## src/rtl/press_window_sequencer.sv

```systemverilog
// Seconds countdown and commit sequencer for the 2-second press detector.
// Owns the `count` window, settles the press tally and pulses `new_state` on commit.
module press_window_sequencer #(
  parameter int CLK_HZ    = 100_000_000,
  parameter int WINDOW_S  = 3,
  parameter int COMMIT_S  = 2,
  parameter int NS_CYCLES = 2
) (
  input  logic        clk,
  input  logic        rst_n,
  input  logic        count_trigger_press,
  input  logic [1:0]  press_count_2bits,
  output logic [31:0] count,
  output logic        new_state,
  output logic [1:0]  mode,
  output logic        tick_1s
);

  localparam int PW = $clog2(CLK_HZ);
  localparam int SW = $clog2(COMMIT_S + 1);
  localparam int NW = $clog2(NS_CYCLES + 1);

  localparam logic [PW-1:0] PRESC_MAX = PW'(CLK_HZ - 1);
  localparam logic [SW-1:0] SECS_LAST = SW'(COMMIT_S - 1);
  localparam logic [NW-1:0] NS_LAST   = NW'(NS_CYCLES - 1);
  localparam logic [31:0]   RELOAD    = 32'(WINDOW_S);

  typedef enum logic [1:0] {
    HOLD,
    WINDOW,
    SETTLE,
    PULSE
  } state_t;

  state_t state;
  state_t next_state;

  logic [PW-1:0] cd_presc;
  logic [PW-1:0] cm_presc;
  logic [SW-1:0] cm_secs;
  logic [NW-1:0] ns_cnt;
  logic [1:0]    prev_tally;

  logic tally_nz;
  logic tally_changed;
  logic cd_run;
  logic cd_wrap;
  logic cm_expire;
  logic cm_clear;
  logic ns_done;
  logic enter_pulse;

  assign tally_nz      = (press_count_2bits != 2'd0);
  assign tally_changed = (press_count_2bits != prev_tally);

  // The countdown prescaler only runs once the FSM has actually moved into
  // WINDOW, so the first decrement lands a full second after the trigger drop.
  assign cd_run      = (state == WINDOW) && !count_trigger_press;
  assign cd_wrap     = cd_run && (cd_presc == PRESC_MAX);
  assign cm_expire   = (cm_presc == PRESC_MAX) && (cm_secs == SECS_LAST);
  assign ns_done     = (ns_cnt == NS_LAST);
  assign enter_pulse = (state != PULSE) && (next_state == PULSE);

  always_ff @(posedge clk or negedge rst_n) begin
    if (!rst_n) begin
      state <= HOLD;
    end else begin
      state <= next_state;
    end
  end

  // Trigger activity outranks tally activity, which outranks commit expiry.
  always_comb begin
    next_state = state;
    cm_clear   = 1'b1;
    case (state)
      HOLD: begin
        if (!count_trigger_press) begin
          next_state = WINDOW;
        end else if (tally_nz) begin
          next_state = SETTLE;
        end
      end
      WINDOW: begin
        if (count_trigger_press) begin
          next_state = tally_nz ? SETTLE : HOLD;
        end
      end
      SETTLE: begin
        if (!count_trigger_press) begin
          next_state = WINDOW;
        end else if (!tally_nz) begin
          next_state = HOLD;
        end else if (tally_changed) begin
          next_state = SETTLE;
        end else if (cm_expire) begin
          next_state = PULSE;
        end else begin
          cm_clear = 1'b0;
        end
      end
      PULSE: begin
        if (ns_done) begin
          next_state = HOLD;
        end
      end
      default: begin
        next_state = HOLD;
      end
    endcase
  end

  always_ff @(posedge clk or negedge rst_n) begin
    if (!rst_n) begin
      cd_presc <= '0;
      tick_1s  <= 1'b0;
    end else begin
      tick_1s <= cd_wrap;
      if (!cd_run || cd_wrap) begin
        cd_presc <= '0;
      end else begin
        cd_presc <= cd_presc + PW'(1);
      end
    end
  end

  always_ff @(posedge clk or negedge rst_n) begin
    if (!rst_n) begin
      count <= RELOAD;
    end else if (count_trigger_press || (state == PULSE)) begin
      count <= RELOAD;
    end else if (cd_wrap && (count != 32'd0)) begin
      count <= count - 32'd1;
    end
  end

  always_ff @(posedge clk or negedge rst_n) begin
    if (!rst_n) begin
      cm_presc <= '0;
      cm_secs  <= '0;
    end else if (cm_clear) begin
      cm_presc <= '0;
      cm_secs  <= '0;
    end else if (cm_presc == PRESC_MAX) begin
      cm_presc <= '0;
      cm_secs  <= cm_secs + SW'(1);
    end else begin
      cm_presc <= cm_presc + PW'(1);
    end
  end

  always_ff @(posedge clk or negedge rst_n) begin
    if (!rst_n) begin
      ns_cnt <= '0;
    end else if (state != PULSE) begin
      ns_cnt <= '0;
    end else begin
      ns_cnt <= ns_cnt + NW'(1);
    end
  end

  // new_state is registered so that reset clears it without waiting for an edge.
  always_ff @(posedge clk or negedge rst_n) begin
    if (!rst_n) begin
      new_state  <= 1'b0;
      mode       <= 2'd0;
      prev_tally <= 2'd0;
    end else begin
      new_state  <= (next_state == PULSE);
      prev_tally <= press_count_2bits;
      if (enter_pulse) begin
        mode <= press_count_2bits;
      end
    end
  end

endmodule
```

## config.mk

```make
export PLATFORM = sky130hd
export DESIGN_NAME = press_window_sequencer
export DESIGN_NICKNAME = d
export VERILOG_FILES = /design/src/rtl/press_window_sequencer.sv
export SDC_FILE = /design/constraint.sdc
export NUM_CORES = 1
export LEC_CHECK = 0
export ABC_AREA = 1
export CORE_AREA = 2 2 116 118
export DETAILED_ROUTE_END_ITERATION = 7
export DIE_AREA = 0 0 118 120
export DONT_BUFFER_PORTS = 1
export HOLD_SLACK_MARGIN = 0.03
export SYNTH_ARGS = -nofsm -noshare
export SYNTH_HDL_FRONTEND = slang
export SYNTH_SLANG_ARGS = --single-unit
```

## constraint.sdc

```tcl
create_clock -name clk -period 5.1 [get_ports clk]
set_input_delay 0.51 -clock clk [delete_from_list [all_inputs] [get_ports clk]]
set_output_delay 0.51 -clock clk [all_outputs]
set_load 0.05 [all_outputs]
```

# == Word-level counts from Yosys, hierarchy flattened ==
# Index checks and enable logic that the tools add are counted.
# op_classes
mux,23
n_eq_ne,10
addsub,5
n_reduce_logical,14
# op_table
operator,n
2-to-1 mux 27 bit,3
2-to-1 mux 32 bit,2
"adder 27 x 1 -> 27 bit, second input constant",2
"equality test 27 bit, second input constant",2
nonzero test 32 bit,1
"subtractor 32 x 1 -> 32 bit, second input constant",1
2-to-1 mux 2 bit,12
case mux 2 bit (4 select lines),1
"equality test 2 x 1 -> 1 bit, second input constant",3
"equality test 2 bit, second input constant",3
nonzero test 2 bit,3
logical AND 1 bit,5
2-to-1 mux 1 bit,5
"adder 2 x 1 -> 2 bit, second input constant",2
zero test 1 bit,2
zero test 2 bit,1
logical OR 1 bit,2
!= test 2 bit,1
"!= test 2 bit, second input constant",1
# totals
register_bits,98

# == Logic depth before layout (Yosys ltp) ==
# Gate-level depths: netlist (run 1).
# logic_depth
ltp_word,9
depth_mapped,13
ltp_nobuf,12

# == Worst setup path after synthesis (run 1) ==
# Ideal clock, no wire load.
# synth_path
path_type,reg-to-reg
start,register count[0]
end,register count[28]
slack_ns,3.130
stages_incl_launch_ff,12
required_time_ns,4.981
arrival_time_ns,1.851
setup_ns,0.119
path_cell_list,dfstp_2 -> inv_1 -> ha_1 -> nand2_1 -> clkinv_2 -> nand2_4 -> nor2_4 -> nand4_1 -> o21ai_4 -> buf_4 -> nand3_1 -> nand2_1
# synth_via
elab_chain_cells,3
word_cells_on_any_way,6
classes_between,1 x add/sub; 2 x mux; 3 x reduce/logical
# synth_rtl
item,line,rtl
"start, declared",13,"output logic [31:0] count,"
"start signal, assigned",133,count <= count - 32'd1;
subtractor 32 x 1 -> 32 bit or nonzero test 32 bit (tied branches),"133, 132",
2-to-1 mux 32 bit or logical AND 1 bit (tied branches),132,end else if (cd_wrap && (count != 32'd0)) begin
2-to-1 mux 32 bit or nonzero test 2 bit (tied branches),n/a,
# Several ways; a longest one is shown, not always the timed one. The select of a mux whose other input is x is not followed.
# A chain may end at the register's enable or synchronous reset.

# == Final worst setup path (run 1) ==
# layout_path
start,register count[18]
end,register count[5]
# layout_via
elab_chain_cells,3
# layout_rtl
item,line
nonzero test 32 bit,132
logical AND 1 bit,132
nonzero test 2 bit (no line),n/a
# No other way between the ends.

==> results.txt, run 1 <==
- Number of clock sinks: between 90 and 100
- Worst slew pin tran: 0.7539 ns
* Clock-pin slew of the registers on the worst-case setup and hold paths: approximately 0.070 ns
* Post-CTS Resized: 0
- Of the cells placed in the final design, the portion with a size suffix greater than 1 is approximately 5.7%.
- Crit share post-route: 54.51%
- In the synthesized netlist, the number of instances is ~770.
* Final Core Density: 47.44%
- Synthesis inferred 98 register bits.
* Min setup slack post-route: between 2 and 2.5 ns
- Placed instance area: approximately 6000 um^2
- Setup repair after global routing left no endpoint under its margin.
- After detailed routing, the average wire length per cell comes to between 10 and 15 um.
- FP Rows: between 40 and 50
- Entering global routing, the biggest net connects 99 pins.
* Vias in the first global route: 4777
- The final layout contains routed wiring with a total length of around 14000 um.
- Clock latency reported for the late side of the worst-skew pair: 0.36 ns
* Leading cell type in the layout, fill and taps excluded: sky130_fd_sc_hd__nand2_1
- First-pass iteration count of the detailed router: 7
- Leakage Power: about 2.8 nW
- Upper clock frequency limit: approximately 360 MHz
- The floorplan step set the die height to about 120 um.
- Pre-CTS setup slack: about 2.4 ns
- Estimated wirelength of the detail-placed design: 9868 um
- Layout net count: 779
- Register-to-register setup slack: between 2 and 2.5 ns
* Count of port buffers added during placement: 0
- Number of different library cells in the post-synthesis netlist: 40
- Between clock sinks in the finished design, the worst skew comes to about 0.011 ns.
* Total Negative Setup Slacks: 0 ns
* Number of placed I/O pins: 41
* Final Instance Area: approximately 6200 um^2
* Fin crit period: 2.780 ns
* CTS tree: built
- The root buffer cell chosen for the clock tree is sky130_fd_sc_hd__clkbuf_16.
- Critical Path Source Type: flip-flop
* Worst Path Class, Setup: reg2reg
- The detailed router placed about 4.9k vias in this run.
* Hold crit path type: in2async
- Horizontal die dimension: around 120 um
- The initial utilization of the core area, before any placement, comes to 43.87%.
- Number of antenna-violating nets in the routed design: 0
- R2R Path End: count[5]
* Capturing element type of the critical path: flip-flop
- Count of unresolved DRC violations after routing: 0
- Max-cap violations in this run came to 0.
* First-pass GRT wire length: approximately 23000 um
* Die Area: 14160 um^2
- Commonest non-fill, non-tap cells in the layout: sky130_fd_sc_hd__nand2_1 (188), sky130_fd_sc_hd__nor2_1 (161), sky130_fd_sc_hd__dfrtp_1 (96)
* Worst Reg2Reg Path Length in Cells: 8
* Share of synthesized area occupied by flip-flops and latches: a little over two fifths
* IR drop worst, VDD: ~260 uV
* Overflow left after global routing: 0
- Outcome: completed
- Number of diodes added for antenna fixing: 0
- Synthesized net count: roughly 780
* Area growth from synthesis to layout: 8.130%
* CP required: approximately 5.3 ns
- Post-Synthesis Cell Area: 5694 um^2
- After the first detailed-routing iteration, the DRC count stood at 330.
* Final GP Congestion: roughly 0.95
- Dividing the synthesized area by the synthesized cell count gives around 7.4 um^2.
- Pins Over Slew Limit: 0
- Measured against its own limit, the worst slew margin works out to between 40% and 50%.
* Clock buffer count from CTS: 9
- Yosys warning count: 0
- Dividing total power by cell area gives a power density of between 400 and 500 nW/um^2.
* Total number of H-tree levels: 3
* Final count of hold timing violations: 0
- Worst endpoint data arrival time: slightly above 3 ns
- The total area inside the core boundary comes to approximately 13000 um^2.
- All-layer global routing usage: around a fifth
- In this run the critical register-to-register path is launched from count[18].
- Setup violations remaining at the end of the flow were counted as 0.
- CP Max Fanout: 26
* Number of fillers in the final layout: 1297
- After detailed routing, the number of vias per cell comes to between 5 and 6.
- The longest clock path from root to sink contains 2 buffers.
* Antenna violations before repair: 0
## cell type report
cell class | instances | area (um^2) | area share (%)
clock inverter | 4 | 52.55 | 0.8535
sequential | 98 | 2455 | 39.87
multi-input combinational | 592 | 2899 | 47.08
clock buffer | 12 | 246.5 | 4.003
timing repair buffer | 2 | 35.03 | 0.5690
tap | 176 | 220.2 | 3.577
inverter | 66 | 249.0 | 4.044
## synthesized netlist by cell type, drive strengths merged
cell type	count	share of area, %
clkinv	2	0.15
nor4	4	0.44
nand3b	1	0.13
buf	10	1.2
a21oi	10	0.88
nand3	74	6.5
and2	1	0.11
clkbuf	6	0.40
dfstp	2	0.92
or2	6	0.66
o21a	2	0.26
nor3	28	2.6
o21ai	15	1.8
inv	64	4.2
o21bai	1	0.13
xnor2	8	1.2
nor3b	4	0.53
a31oi	1	0.11
o31ai	1	0.13
ha	5	1.1
nor4b	1	0.15
a211oi	1	0.13
nand4	28	3.1
dfrtp	96	42
xor2	42	6.5
nand2	192	13
nor2	167	11
## power breakdown
| part | leakage, nW | internal [mW] | total [mW] | switching [mW] |
|---|---|---|---|---|
| combinational | 1.34 | 0.252 | 0.801 | 0.549 |
| clock | 0.147 | 0.395 | 0.701 | 0.306 |
| sequential | 1.35 | 0.851 | 1.17 | 0.318 |
## how the worst max path moves through the flow
stage	endpoint	slack [ns]	startpoint	cells after the start
final	count[5]	2.32	count[18]	8
after global routing	count[1]	2.05	count[17]	7
after CTS	count[17]	2.36	count[18]	8
after detailed placement	count[29]	2.35	count[18]	7
after global placement	count[5]	2.48	count[18]	8
after floorplan	count[28]	3.13	count[0]	11
## worst max-delay path, cell delays in order (launching register included)
cell and delay, ns:
sky130_fd_sc_hd__dfrtp_1 0.61, sky130_fd_sc_hd__nor2_1 0.30, sky130_fd_sc_hd__nand2_1 0.11, sky130_fd_sc_hd__nor2_1 0.23, sky130_fd_sc_hd__nand4_1 0.19, sky130_fd_sc_hd__o21ai_4 0.64
sky130_fd_sc_hd__nand2_4 0.35, sky130_fd_sc_hd__nand2_1 0.17, sky130_fd_sc_hd__o21ai_2 0.06
## flip-flops by register name, indices dropped and copies added, names as in the netlist
register and count:
ns_cnt 2, prev_tally 2, count 32, state 2
cm_presc 27, tick_1s 1, mode 2, new_state 1
cd_presc 27, cm_secs 2
## metrics by stage
step,hold slack [ns],std cells,power (mW)
after floorplan,0.2144,772,1.773
after global placement,0.2190,933,1.953
after detailed placement,0.2188,933,1.953
after CTS,0.1059,950,2.678
after global routing,0.1233,950,2.850
final,0.05050,950,2.671
## repair_timing
item / CTS / global route
setup endpoints to repair: 0 / 0
buffers inserted: 0 / 0
hold endpoints to repair: 98 / 0
hold buffers: 1 / 0
## cell families (layout without fill, tap and decap cells)
logic type / after synthesis / after routing / synth area share, %
adder cells (fa/ha/maj): 5 / 5 / 1.099
AO/OA/AOI/OAI: 31 / 31 / 3.428
flip-flops: 98 / 98 / 43.11
XOR/XNOR: 50 / 50 / 7.691
buffers and inverters: 82 / 84 / 5.976
AND/OR/NAND/NOR: 506 / 506 / 38.69
## metal layers
layer | routed length, um | global-route usage (%) | up-vias
li1 | - | - | 2468
met1 | 6483 | 27.65 | 2327
met2 | 5958 | 30.78 | 121
met3 | 842 | 5.846 | 26
met4 | 285 | 7.907 | 0
met5 | 0 | 0 | -
Power figures use the tool's default switching activity.
==> run 2: changes to the inputs <==
==> constraint.sdc (replaced) <==
create_clock -name clk -period 2.8 [get_ports clk]
set_input_delay 0.28 -clock clk [delete_from_list [all_inputs] [get_ports clk]]
set_output_delay 0.28 -clock clk [all_outputs]
set_load 0.05 [all_outputs]
==> run 2 against run 1 <==
Net effect:
- final cell count rose by 4.0%
- sequential cell count unchanged
- via count is 2.4% higher
- die area stayed put
- critical endpoint is now count[4]
- sequential share of layout area is 2.0 points lower
- register-to-register slack worse by 2.0 ns
- largest cell class unchanged
- largest power group is now combinational cells
- first-iteration DRC count increased by 35%
- wire length up 6.5%
- critical path depth rose by 1
- critical path type unchanged
==> results.txt, run 2 (same netlist as run 1, synthesis figures left out) <==
- Maximum number of pins on one net before global-route repair: 99 (unchanged)
* First-pass iteration count of the detailed router: 5 (-2)
* Leading cell type in the layout, fill and taps excluded: sky130_fd_sc_hd__nand2_1
- Crit share post-route: 87.25% (+33 points)
- The level count of the clock H-tree is 3 (unchanged).
- STA classifies the critical path startpoint as a flip-flop.
* CTS tree: built
* FP Rows: 42 (unchanged)
* Number of diodes added for antenna fixing: 0 (unchanged)
- Ranked by flip-flop count, first place goes to count.
* Max stage delay on crit path: 0.70 ns (+0.06 ns)
- Core outline area: 12980 um^2 (unchanged)
* Count of unresolved DRC violations after routing: 0 (unchanged)
* Max-cap viol count: 0 (unchanged)
* Leading registers by flop count: count (32), cd_presc (27), cm_presc (27)
* Leakage Power: 3.042 nW (+7.3%)
* Relative max-transition margin: 53.03% (+3.5 points)
- Fin crit period: 2.443 ns (-0.3369 ns)
- Horizontal die dimension: 118 um (unchanged)
* Capturing element type of the critical path: flip-flop
- The clock-pin slew of the registers on the worst-case setup and hold paths is 0.07 ns (about the same).
- The number of buffers created by CTS was 9 (unchanged).
- Number of antenna-violating nets in the routed design: 0 (unchanged)
- The routability-driven placement congestion ratio came to 0.8875 (-6.3%).
- Chip Height: 120 um (unchanged)
* First-pass GRT wire length: 24360 um (+4.9%)
- Total Negative Setup Slacks: 0 ns (unchanged)
* Share of cells above drive strength 1: 9.729% (+4.0 points)
- Wirelength, routed: 14450 um (+6.5%)
- The final worst clock skew came to 0.006308 ns (-0.004902 ns).
- Master cell of the clock root buffer: sky130_fd_sc_hd__clkbuf_16
- Vias in the first global route: 4853 (+1.6%)
- The maximum buffer depth of the clock tree was 2 (unchanged).
* Outcome: completed
- The total overflow reported by the global router was 0 (unchanged).
- Worst slew pin tran: 0.7045 ns (-0.04941 ns)
* Antenna violations before repair: 0 (unchanged)
- The cell area power density is 794.3 nW/um^2 (+83%).
- Upper clock frequency limit: 409.3 MHz (+14%)
- The path class of the tightest hold or removal check is in2reg.
- The net count reported at finish was 817 (+4.9%).
- In the layout the commonest cells are sky130_fd_sc_hd__nand2_1 (188), sky130_fd_sc_hd__nor2_1 (161), sky130_fd_sc_hd__dfrtp_1 (96).
- The flip-flop count of the largest register, all copies and words added came to 32 (unchanged).
- Number of clock sinks: 98 (unchanged)
- Setup repair after global routing missed its margin: false
* Estimated wirelength of the detail-placed design: 10350 um (+4.9%)
* Drt via density: 5.122 (-1.5%)
- The pre-CTS setup slack came to 0.01609 ns (-2.334 ns).
* Number of fillers in the final layout: 1314 (+1.3%)
* Wirelength per Cell: 14.63 um (+2.4%)
* Worst Path Class, Setup: reg2reg
* Slowest stage cell, crit path: sky130_fd_sc_hd__dfstp_2
- Library cell appearing most often on the critical path: sky130_fd_sc_hd__nand2_1
* IR drop worst, VDD: 495.7 uV (+91%)
- The area of the die was 14160 um^2 (unchanged).
* Number of placed I/O pins: 41 (unchanged)
* CP required: 3.08 ns (-2.26 ns)
- The critical path goes through inv_1 -> ha_1 -> nand2_1 -> nor2_1 -> nand2_1 -> nor3_1 -> nor2_2 -> nand4_1 -> o21ai_2.
- The number of hold violations in the final report came to 0 (unchanged).
- The critical-path maximum fanout is 14 (-46%).
- Compared with the post-synthesis result, the final layout area differs by 13.93%.
- Clock latency reported for the late side of the worst-skew pair: 0.35 ns (about the same)
- The initial cell density of the core was 43.87% (unchanged).
- The final number of setup-violating endpoints was 0 (unchanged).
- The final worst-path setup slack was 0.3571 ns (-1.963 ns).
- The count of pins over their slew limit was 0 (unchanged).
- The routed via count was 5061 (+2.4%).
* Post-CTS Resized: 0 (unchanged)
- Worst endpoint data arrival time: 2.72 ns (-0.30 ns)
- The count of input and output buffers was 0 (unchanged).
* Detailed Route Iter0 Violations: 445 (+35%)
- All-layer global routing usage: 21.44% (+1.1 points)
==> run 2: path summary, 6_finish.rpt <==
check,endpoint,from,slack (ns),cells past startpoint
min in group asynchronous,cm_presc[14],rst_n,0.51,2
setup reg to reg,count[4],count[0],0.36,9
max in group asynchronous,count[20],rst_n,1.91,2
hold reg to reg,ns_cnt[0],ns_cnt[0],0.43,1
hold / removal,mode[0],press_count_2bits[0],0.08,2
setup / recovery,count[4],count[0],0.36,9
==> run 2: timing repair <==
item | 4_1_cts | 5_1_grt
hold buffers | 4 | 0
setup buffers | 0 | 1
hold endpoints to repair | 100 | 0
setup endpoints to repair | 0 | 23
==> run 2: per-layer routing <==
| layer | GRT usage (%) | vias to the layer above | wire length [um] |
|---|---|---|---|
| met2 | 33.03 | 124 | 6565 |
| met1 | 29.47 | 2379 | 6864 |
| met5 | 0 | - | 0 |
| li1 | - | 2548 | - |
| met3 | 6.844 | 10 | 896 |
| met4 | 5.120 | 0 | 124 |
==> run 2: power breakdown <==
| group | switching [mW] | internal [mW] | leakage [nW] |
|---|---|---|---|
| clock | 0.541 | 0.873 | 0.160 |
| sequential | 0.200 | 1.56 | 1.35 |
| combinational | 1.41 | 0.573 | 1.54 |
==> run 2: final cells by class <==
| class | instances | area [um^2] | area share (%) |
|---|---|---|---|
| Sequential cell | 98 | 2455 | 37.84 |
| Clock inverter | 5 | 102.6 | 1.581 |
| Clock buffer | 11 | 232.7 | 3.587 |
| Tap cell | 176 | 220.2 | 3.394 |
| Multi-Input combinational cell | 593 | 2908 | 44.82 |
| Timing Repair Buffer | 39 | 320.3 | 4.937 |
| Inverter | 66 | 249.0 | 3.838 |
==> run 2: per-stage QoR <==
step | power [mW] | instances | utilization [%] | area [um^2] | hold slack, ns
2_1_floorplan | 3.230 | 772 | - | 5694 | -0.01559
3_3_place_gp | 3.690 | 966 | 46.83 | 6078 | -0.01151
3_5_place_dp | 3.695 | 966 | 46.83 | 6078 | -0.01138
4_1_cts | 5.166 | 986 | 49.86 | 6471 | 0.06116
5_1_grt | 5.505 | 988 | 49.98 | 6487 | 0.06968
6_report | 5.153 | 988 | 49.98 | 6487 | 0.07532
==> run 2: worst max-delay path, delay by kind of cell (launching register included) <==
family                     cells  cell delay (ns)
and+or+nand+nor                6             1.14
DFF                            1             0.70
adders and majority gates      1             0.28
buffers and inverters          1             0.14
AOI/OAI and AO/OA              1             0.10
==> run 3: changes to the inputs <==
--- a/config.mk
+++ b/config.mk
@@ -6,11 +6,14 @@
 export NUM_CORES = 1
 export LEC_CHECK = 0
 export ABC_AREA = 1
+export CELL_PAD_IN_SITES_DETAIL_PLACEMENT = 0
+export CELL_PAD_IN_SITES_GLOBAL_PLACEMENT = 1
 export CORE_AREA = 2 2 116 118
 export DETAILED_ROUTE_END_ITERATION = 7
 export DIE_AREA = 0 0 118 120
 export DONT_BUFFER_PORTS = 1
 export HOLD_SLACK_MARGIN = 0.03
+export PLACE_DENSITY_LB_ADDON = 0.1
 export SYNTH_ARGS = -nofsm -noshare
 export SYNTH_HDL_FRONTEND = slang
 export SYNTH_SLANG_ARGS = --single-unit
==> run 3 against run 2 <==
Net effect:
- count of clock-buffer cells in the layout rose by 1
- combinational power decreased by 4%
- via count decreased by 0.34%
- non-clock buffer count is 3 lower
- critical path depth rose by 2
- total power fell by 4.4%
- utilization fell by 0.67 points
- critical endpoint is now count[5]
- largest cell class unchanged
- largest power group unchanged
==> results.txt, run 3 (same netlist as run 1, synthesis figures left out) <==
* Post-CTS Resized: 0 (unchanged)
* Capturing element type of the critical path: flip-flop
* Ratio of total power to cell area: 769.5 nW/um^2 (-3.1%)
- FP Rows: 42 (unchanged)
- The total wire length after detailed routing is 14660 um (+1.4%).
- Number of fillers in the final layout: 1325 (+0.84%)
* Area growth from synthesis to layout: 12.39%
- The final number of setup-violating endpoints came to 0 (unchanged).
- The die span in y was 120 um (unchanged).
- R2R Path End: count[5]
- Following the worst setup path forward leads to its endpoint at count[5].
* Relative max-transition margin: 58.99% (+6.0 points)
- Clock buffer depth: 2 (unchanged)
- Worst Path Class, Setup: reg2reg
- Leakage Power: 3.001 nW (-1.4%)
- The shortest clock period the worst path allows after layout was 2.389 ns (-0.05399 ns).
- The fmax is 418.6 MHz (+2.3%).
- Pins Over Slew Limit: 0 (unchanged)
* Clk pwr share: 24.4% (-3.0 points)
* Overflow left after global routing: 0 (unchanged)
* Placed instance area: 6063 um^2 (-0.25%)
- Vias in the first global route: 5031 (+3.7%)
- The post-layout instance count excluding filler cells is 982 (-0.61%).
* Number of clock sinks: 98 (unchanged)
* Leading cell type in the layout, fill and taps excluded: sky130_fd_sc_hd__nand2_1
- The combinational power share came to 38.5% (about the same).
* Worst Setup SP: count[0]
* Net switching power figure: 2.144 mW (-0.18%)
- Worst endpoint data arrival time: 2.63 ns (-0.09 ns)
- The post-detailed-route count of antenna-violating nets was 0 (unchanged).
- The power share of the sequential group came to 37.1% (+3.0 points).
- Leading registers by flop count: count (32), cd_presc (27), cm_presc (27)
- Count of unresolved DRC violations after routing: 0 (unchanged)
- Worst setup skew after layout: 0.009482 ns (+0.003174 ns)
- The violation count after the first detailed-route iteration is 350 (-21%).
- The worst hold-check slack came to 0.08075 ns (+0.005426 ns).
- Antenna violations before repair: 0 (unchanged)
- The internal power consumption came to 2.781 mW (-7.5%).
- Worst Reg2Reg Path Length in Cells: 11 (+2)
* Estimated wirelength of the detail-placed design: 10610 um (+2.5%)
- The measured slew at the worst slew-check pin was 0.6151 ns (-0.08942 ns).
* Crit share post-route: 85.32% (-1.9 points)
- Setup repair after global routing left no endpoint under its margin.
- Outcome: completed
* Maximum number of pins on one net before global-route repair: 99 (unchanged)
* Critical Path Source Type: flip-flop
- CTS placed an instance of sky130_fd_sc_hd__clkbuf_16 at the clock tree root.
- The insertion delay to the later sink of the worst-skew pair is 0.35 ns (about the same).
- Clock buffer count from CTS: 9 (unchanged)
- CP Max Fanout: 25 (+11)
* Flip-flop count of the largest register after layout: 32 (unchanged)
- The routed via count divided by cell count came to 5.136 (+0.27%).
- Counting flops per register, the top entry is count.
- The first-pass GRT wire length is 25210 um (+3.5%).
- Starting Density: 43.87% (unchanged)
- The final total negative setup slack came to 0 ns (unchanged).
- Total via count after detailed routing: 5044 (-0.34%)
* CTS tree: built
* Number of hold buffers added after cts: 4 (unchanged)
* # placed instances: 964 (-0.21%)
- The setup fix buffers added after clock tree synthesis was 0 (unchanged).
* Final Instance Area: 6400 um^2 (-1.3%)
* Register-to-register setup slack: 0.41 ns (+0.05 ns)
- The final routed wire length divided by cell count is 14.92 um (+2.0%).
- The required time of the critical path is 3.04 ns (-0.04 ns).
* Hold crit path type: in2reg
- The fraction of final layout cells sized beyond drive strength 1 is 9.305% (-0.42 points).
- In the layout the commonest cells are sky130_fd_sc_hd__nand2_1 (188), sky130_fd_sc_hd__nor2_1 (161), sky130_fd_sc_hd__dfrtp_1 (96).
- Clock-pin slew of the registers on the worst-case setup and hold paths: 0.07 ns (about the same)
- All-layer global routing usage: 22.38% (+0.94 points)
- Final count of hold timing violations: 0 (unchanged)
- Core outline area: 12980 um^2 (unchanged)
- The iteration count of the initial detailed-routing pass was 5 (unchanged).
- The floorplan die width was 118 um (unchanged).
- Number of placed I/O pins: 41 (unchanged)
- Die Area: 14160 um^2 (unchanged)
* Fraction of power spent switching nets: 43.53% (+1.8 points)
* Total number of H-tree levels: 3 (unchanged)
- The worst ir drop on vdd came to 336.0 uV (-32%).
- Total chip power: 4.925 mW (-4.4%)
* Number of diodes added for antenna fixing: 0 (unchanged)
* Final GP Congestion: 0.8382 (-5.6%)
- The net count reported at finish was 813 (-0.49%).
* Max-cap viol count: 0 (unchanged)
* Count of port buffers added during placement: 0 (unchanged)
* Reg2reg start: count[0]
## run 3: changes by cell type in the layout (fill, tap and decap cells not counted), sizes merged
cell and change:
clkbuf +1, buf -3, o21ai -1, bufinv -3
## run 3: per-stage QoR
step                util [%]  setup slack (ns)
floorplan                  -            0.8300
global placement       46.71            0.5027
detailed placement     46.71            0.3708
CTS                    49.31            0.3635
global route           49.31            0.1476
finish                 49.31            0.4110
## run 3: power groups by stage
| stage | Clock [mW] | Combinational (mW) | Sequential, mW |
|---|---|---|---|
| finish | 1.20 | 1.90 | 1.83 |
| global route | 1.31 | 2.14 | 1.84 |
| CTS | 1.24 | 1.89 | 1.83 |
| detailed placement | 0 | 1.84 | 1.85 |
| global placement | 0 | 1.85 | 1.85 |
| floorplan | 0 | 1.13 | 2.10 |
## run 3: worst min path at each step
stage	startpoint	endpoint	cells after the start
global placement	rst_n	cm_presc[19]	0
global route	press_count_2bits[0]	mode[0]	2
detailed placement	rst_n	cm_presc[18]	0
floorplan	rst_n	cd_presc[0]	0
finish	press_count_2bits[0]	mode[0]	2
CTS	press_count_2bits[0]	mode[0]	2
## run 3: final cells by class
cell class | instances | area (um^2) | share of cell area, %
Clock buffer | 12 | 266.5 | 4.164
Clock inverter | 2 | 12.51 | 0.1955
Inverter | 66 | 249.0 | 3.891
Multi-Input combinational cell | 592 | 2899 | 45.30
Sequential cell | 98 | 2455 | 38.36
Tap cell | 176 | 220.2 | 3.441
Timing Repair Buffer | 36 | 297.8 | 4.653
## run 3: routing by layer
layer,track usage [%],up-vias,wire length [um]
met5,0,-,0
li1,-,2541,-
met2,35.39,105,6762
met3,4.373,13,649
met1,30.82,2385,7045
met4,7.681,0,198
## run 3: critical path: stages (launching register included)
cell,delay (ns)
sky130_fd_sc_hd__dfstp_2,0.46
sky130_fd_sc_hd__inv_1,0.14
sky130_fd_sc_hd__ha_1,0.23
sky130_fd_sc_hd__nand2_1,0.12
sky130_fd_sc_hd__clkinv_2,0.11
sky130_fd_sc_hd__nand2_4,0.07
sky130_fd_sc_hd__nor2_4,0.11
sky130_fd_sc_hd__nand4_1,0.14
sky130_fd_sc_hd__o21ai_4,0.39
sky130_fd_sc_hd__nand2_4,0.30
sky130_fd_sc_hd__nand2_1,0.16
sky130_fd_sc_hd__o21ai_2,0.06
==> RTL edit 1 (settings of run 1) <==
The parameter `COMMIT_S` goes from 2 to 1.
--- a/src/rtl/press_window_sequencer.sv
+++ b/src/rtl/press_window_sequencer.sv
@@ -3,7 +3,7 @@
 module press_window_sequencer #(
   parameter int CLK_HZ    = 100_000_000,
   parameter int WINDOW_S  = 3,
-  parameter int COMMIT_S  = 2,
+  parameter int COMMIT_S  = 1,
   parameter int NS_CYCLES = 2
 ) (
   input  logic        clk,
Formal check against the unedited RTL: same outputs for any inputs over 10 cycles, from zero or initial values and one cycle with rst_n low; that may be too few to reach the edited logic, so the function may still have changed.
==> RTL edit 1 against run 1 <==
Cell area shrank 1.9%; worst setup slack gained 73 ps; power grew 0.20%; synthesized area shrank 2.6%; critical path type unchanged; worst hold slack gained 37 ps; clock power grew 3.6%; via count shrank 3.7%; wire length shrank 6.0%; count of clock-buffer cells in the layout shrank 1; cell count shrank 1.8%; sequential cell count shrank 1.
==> RTL edit 1: results (changes against run 1) <==
Tot GR Track Use 19.3% (-1.1 points); R2R cell count 11 (+3); top post-synthesis cells by count nand2_1 (175), nor2_1 (165), dfrtp_1 (95); vias in the first global route 4624 (-3.2%); Via density 5.10 (-2.0%); comb pwr 789 uW (-1%); Pre-Repair DR Iteration Count 5 (-2); first-pass GRT wire length 22200 um (-4.3%); Critical Path AT 2980 ps (-40 ps); Critical Path Max Stage Delay 710 ps (+70 ps); routing usage on met1 26.2% (-1.4 points); Pleak 0.00269 uW (-5.0%); grt met3 use 4.47% (-1.4 points); hpwl dp 9230 um (-6.4%); clk pwr 726 uW (+3.6%); metal3 WL 611 um (-27%); VDD IR-drop max 273 uV (+4.9%); sequential area share after synthesis 43.8% (+0.69 points); root buffer cell clkbuf_16; crit-path max FO 27 (+3.8%); deepest clock path buffer count 2 (unchanged); Worst-Margin Slew 707 ps (-46.5 ps); gpl congestion 0.911 (-3.9%); Synth area leaders dfrtp_1 (43%), nand2_1 (12%), nor2_1 (11%), nand3_1 (6.4%), xor2_1 (6.0%); GR Util met2 30.3% (-0.51 points); Worst Skew 5.69 ps (-5.52 ps); CP Launch Point count[0]; pin count of the biggest net entering global routing 98 (-1.0%); H-tree depth 3 (unchanged); DRT iter0 DRCs 323 (-2.1%); final WL 12800 um (-6.0%); FMAX 0.369 GHz (+2.7%); r2r setup slk 2390 ps (+70 ps); CP max stage cell dfstp_2; Post-CTS Setup Inserts 0 (unchanged); metal2 WL 5790 um (-2.9%); Synth cell types 39 (-2.5%); status finished clean; fraction of final layout cells sized beyond drive strength 1 5.94% (+0.26 points); fin nets 761 (-2.3%); fillers 1336 (+3.0%); internal power 1530 uW (+2.3%); M1 WL 6140 um (-5.3%)
## RTL edit 1: changes by cell type after synthesis, sizes merged, moves of 2 or more
cell / before / now
xnor2: 8 / 13
nor2: 167 / 170
xor2: 42 / 38
nand2: 192 / 177
a21oi: 10 / 14
o21a: 2 / 0
nor3: 28 / 36
nand4: 28 / 23
or2: 6 / 2
nand3: 74 / 71
nor3b: 4 / 2
## RTL edit 1: area by class of cell
class / instances / area, um2 / share of cell area, %
well taps: 176 / 220 / 3.64
clock inverters: 5 / 78.8 / 1.30
multi-input cells: 577 / 2800 / 46.3
repair buffers: 2 / 35.0 / 0.580
flip-flops and latches: 97 / 2430 / 40.2
clock buffers: 11 / 233 / 3.85
inverters: 65 / 246 / 4.08
## RTL edit 1: repair_timing
| item | 4_1_cts | 5_1_grt |
|---|---|---|
| gates resized for setup | 0 | 0 |
| hold buffers | 1 | 0 |
| endpoints found under the hold margin | 97 | 0 |
## RTL edit 1: cells by family (layout without fill, tap and decap cells)
| kind of cell | count (synthesis) | in the layout | share of synthesized area, % |
|---|---|---|---|
| DFF | 97 | 97 | 43.8 |
| adders and majority gates | 4 | 4 | 0.902 |
| and+or+nand+nor | 487 | 487 | 37.9 |
| xor gates and xnor gates | 51 | 51 | 8.05 |
| buffers and inverters | 80 | 83 | 5.89 |
| AOI/OAI and AO/OA | 35 | 35 | 3.45 |
## RTL edit 1: per-stage QoR
stage / std cells / power, uW / hold slack (ps) / util (%) / area (um2)
5_1_grt: 933 / 2870 / 114 / 46.5 / 6040
3_5_place_dp: 916 / 1940 / 219 / 43.9 / 5700
2_1_floorplan: 754 / 1780 / 214 / - / 5550
4_1_cts: 933 / 2700 / 105 / 46.5 / 6040
6_report: 933 / 2680 / 87.8 / 46.5 / 6040
3_3_place_gp: 916 / 1940 / 219 / 43.9 / 5700
==> RTL edit 2 (settings of run 1) <==
Without the edit above. Encoding of `state_t`: now one-hot (4 bits for 4 states).
--- a/src/rtl/press_window_sequencer.sv
+++ b/src/rtl/press_window_sequencer.sv
@@ -25,11 +25,11 @@
   localparam logic [NW-1:0] NS_LAST   = NW'(NS_CYCLES - 1);
   localparam logic [31:0]   RELOAD    = 32'(WINDOW_S);
 
-  typedef enum logic [1:0] {
-    HOLD,
-    WINDOW,
-    SETTLE,
-    PULSE
+  typedef enum logic [3:0] {
+    HOLD   = 4'b0001,
+    WINDOW = 4'b0010,
+    SETTLE = 4'b0100,
+    PULSE  = 4'b1000
   } state_t;
 
   state_t state;
Check against the original RTL: same outputs for any inputs over 10 cycles, from zero or initial values and one cycle with rst_n low; not proved beyond that.
==> RTL edit 2 against run 1 <==
Sequential cell count rose by 2; largest cell class unchanged; count of clock-buffer cells in the layout down 1; largest power group unchanged; clock power is 2% higher; global-route usage fell by 0.33 points; cell area grew 1.9%; wire length decreased by 1.7%; power fell by 9.6%; critical endpoint is now count[30]; worst setup slack worse by 160 ps; synthesized area up 2.3%.
==> RTL edit 2: results (changes against run 1) <==
status finished clean; Synth area leaders dfrtp_1 (42%), nand2_1 (11%), nor2_1 (11%), nand3_1 (5.3%), xor2_1 (5.1%); placed inst area 0.00593 mm2 (+1.8%); GR Util met2 31.6% (+0.84 points); worst flop-to-flop path startpoint count[0]; R2R cell count 9 (+1); top post-synthesis cells by count nand2_1 (168), nor2_1 (164), dfrtp_1 (97); grt met3 use 3.80% (-2.0 points); CP max stage cell dfstp_2; Synth Area in XOR/XNOR 6.17% (-1.5 points); routing usage on met1 26.9% (-0.73 points); Pre-Repair DR Iteration Count 5 (-2); gpl congestion 0.897 (-5.4%); Worst Skew 7.11 ps (-4.10 ps); vias in the first global route 4798 (+0.44%); VDD IR-drop max 163 uV (-37%); sequential area share after synthesis 43.0% (-0.073 points); fraction of final layout cells sized beyond drive strength 1 6.37% (+0.68 points); Worst-Margin Slew 836 ps (+82.1 ps); final cell count without fillers 961 (+1.2%); Synth Area in Compound Gates 5.37% (+1.9 points); crit-path max FO 35 (+35%); Critical Path AT 3240 ps (+220 ps); Critical Path Max Stage Delay 710 ps (+70 ps); Via Count 4992 (+1.0%)
==> RTL edit 2: cell types whose count changed in the layout (fill, tap and decap cells not counted), sizes merged, moves of 4 or more <==
cell          run 1  this run
nand2           192       170
a21oi            10        26
inv              64        78
xor2             42        34
o21ai            15        22
and3              0         5
nor4              4         8
==> RTL edit 2: where the power goes <==
group / internal [uW] / switching, uW
Sequential: 854 / 275
Clock: 408 / 308
Combinational: 199 / 369
==> RTL edit 2: area by class of cell <==
class | count | area (um2)
Clock inverter | 5 | 60.1
Tap cell | 176 | 220
Multi-Input combinational cell | 588 | 2900
Sequential cell | 100 | 2510
Inverter | 79 | 297
Fill cell | 1319 | 6710
Clock buffer | 11 | 253
Timing Repair Buffer | 2 | 35.0
==> RTL edit 2: worst max path at each step <==
stage / start / endpoint / slack, ps
detailed placement: count[0] / count[30] / 2170
global placement: count[0] / count[0] / 2280
global route: state[2] / count[15] / 1820
floorplan: count[0] / count[4] / 3110
CTS: count[0] / count[30] / 2150
finish: count[0] / count[30] / 2160
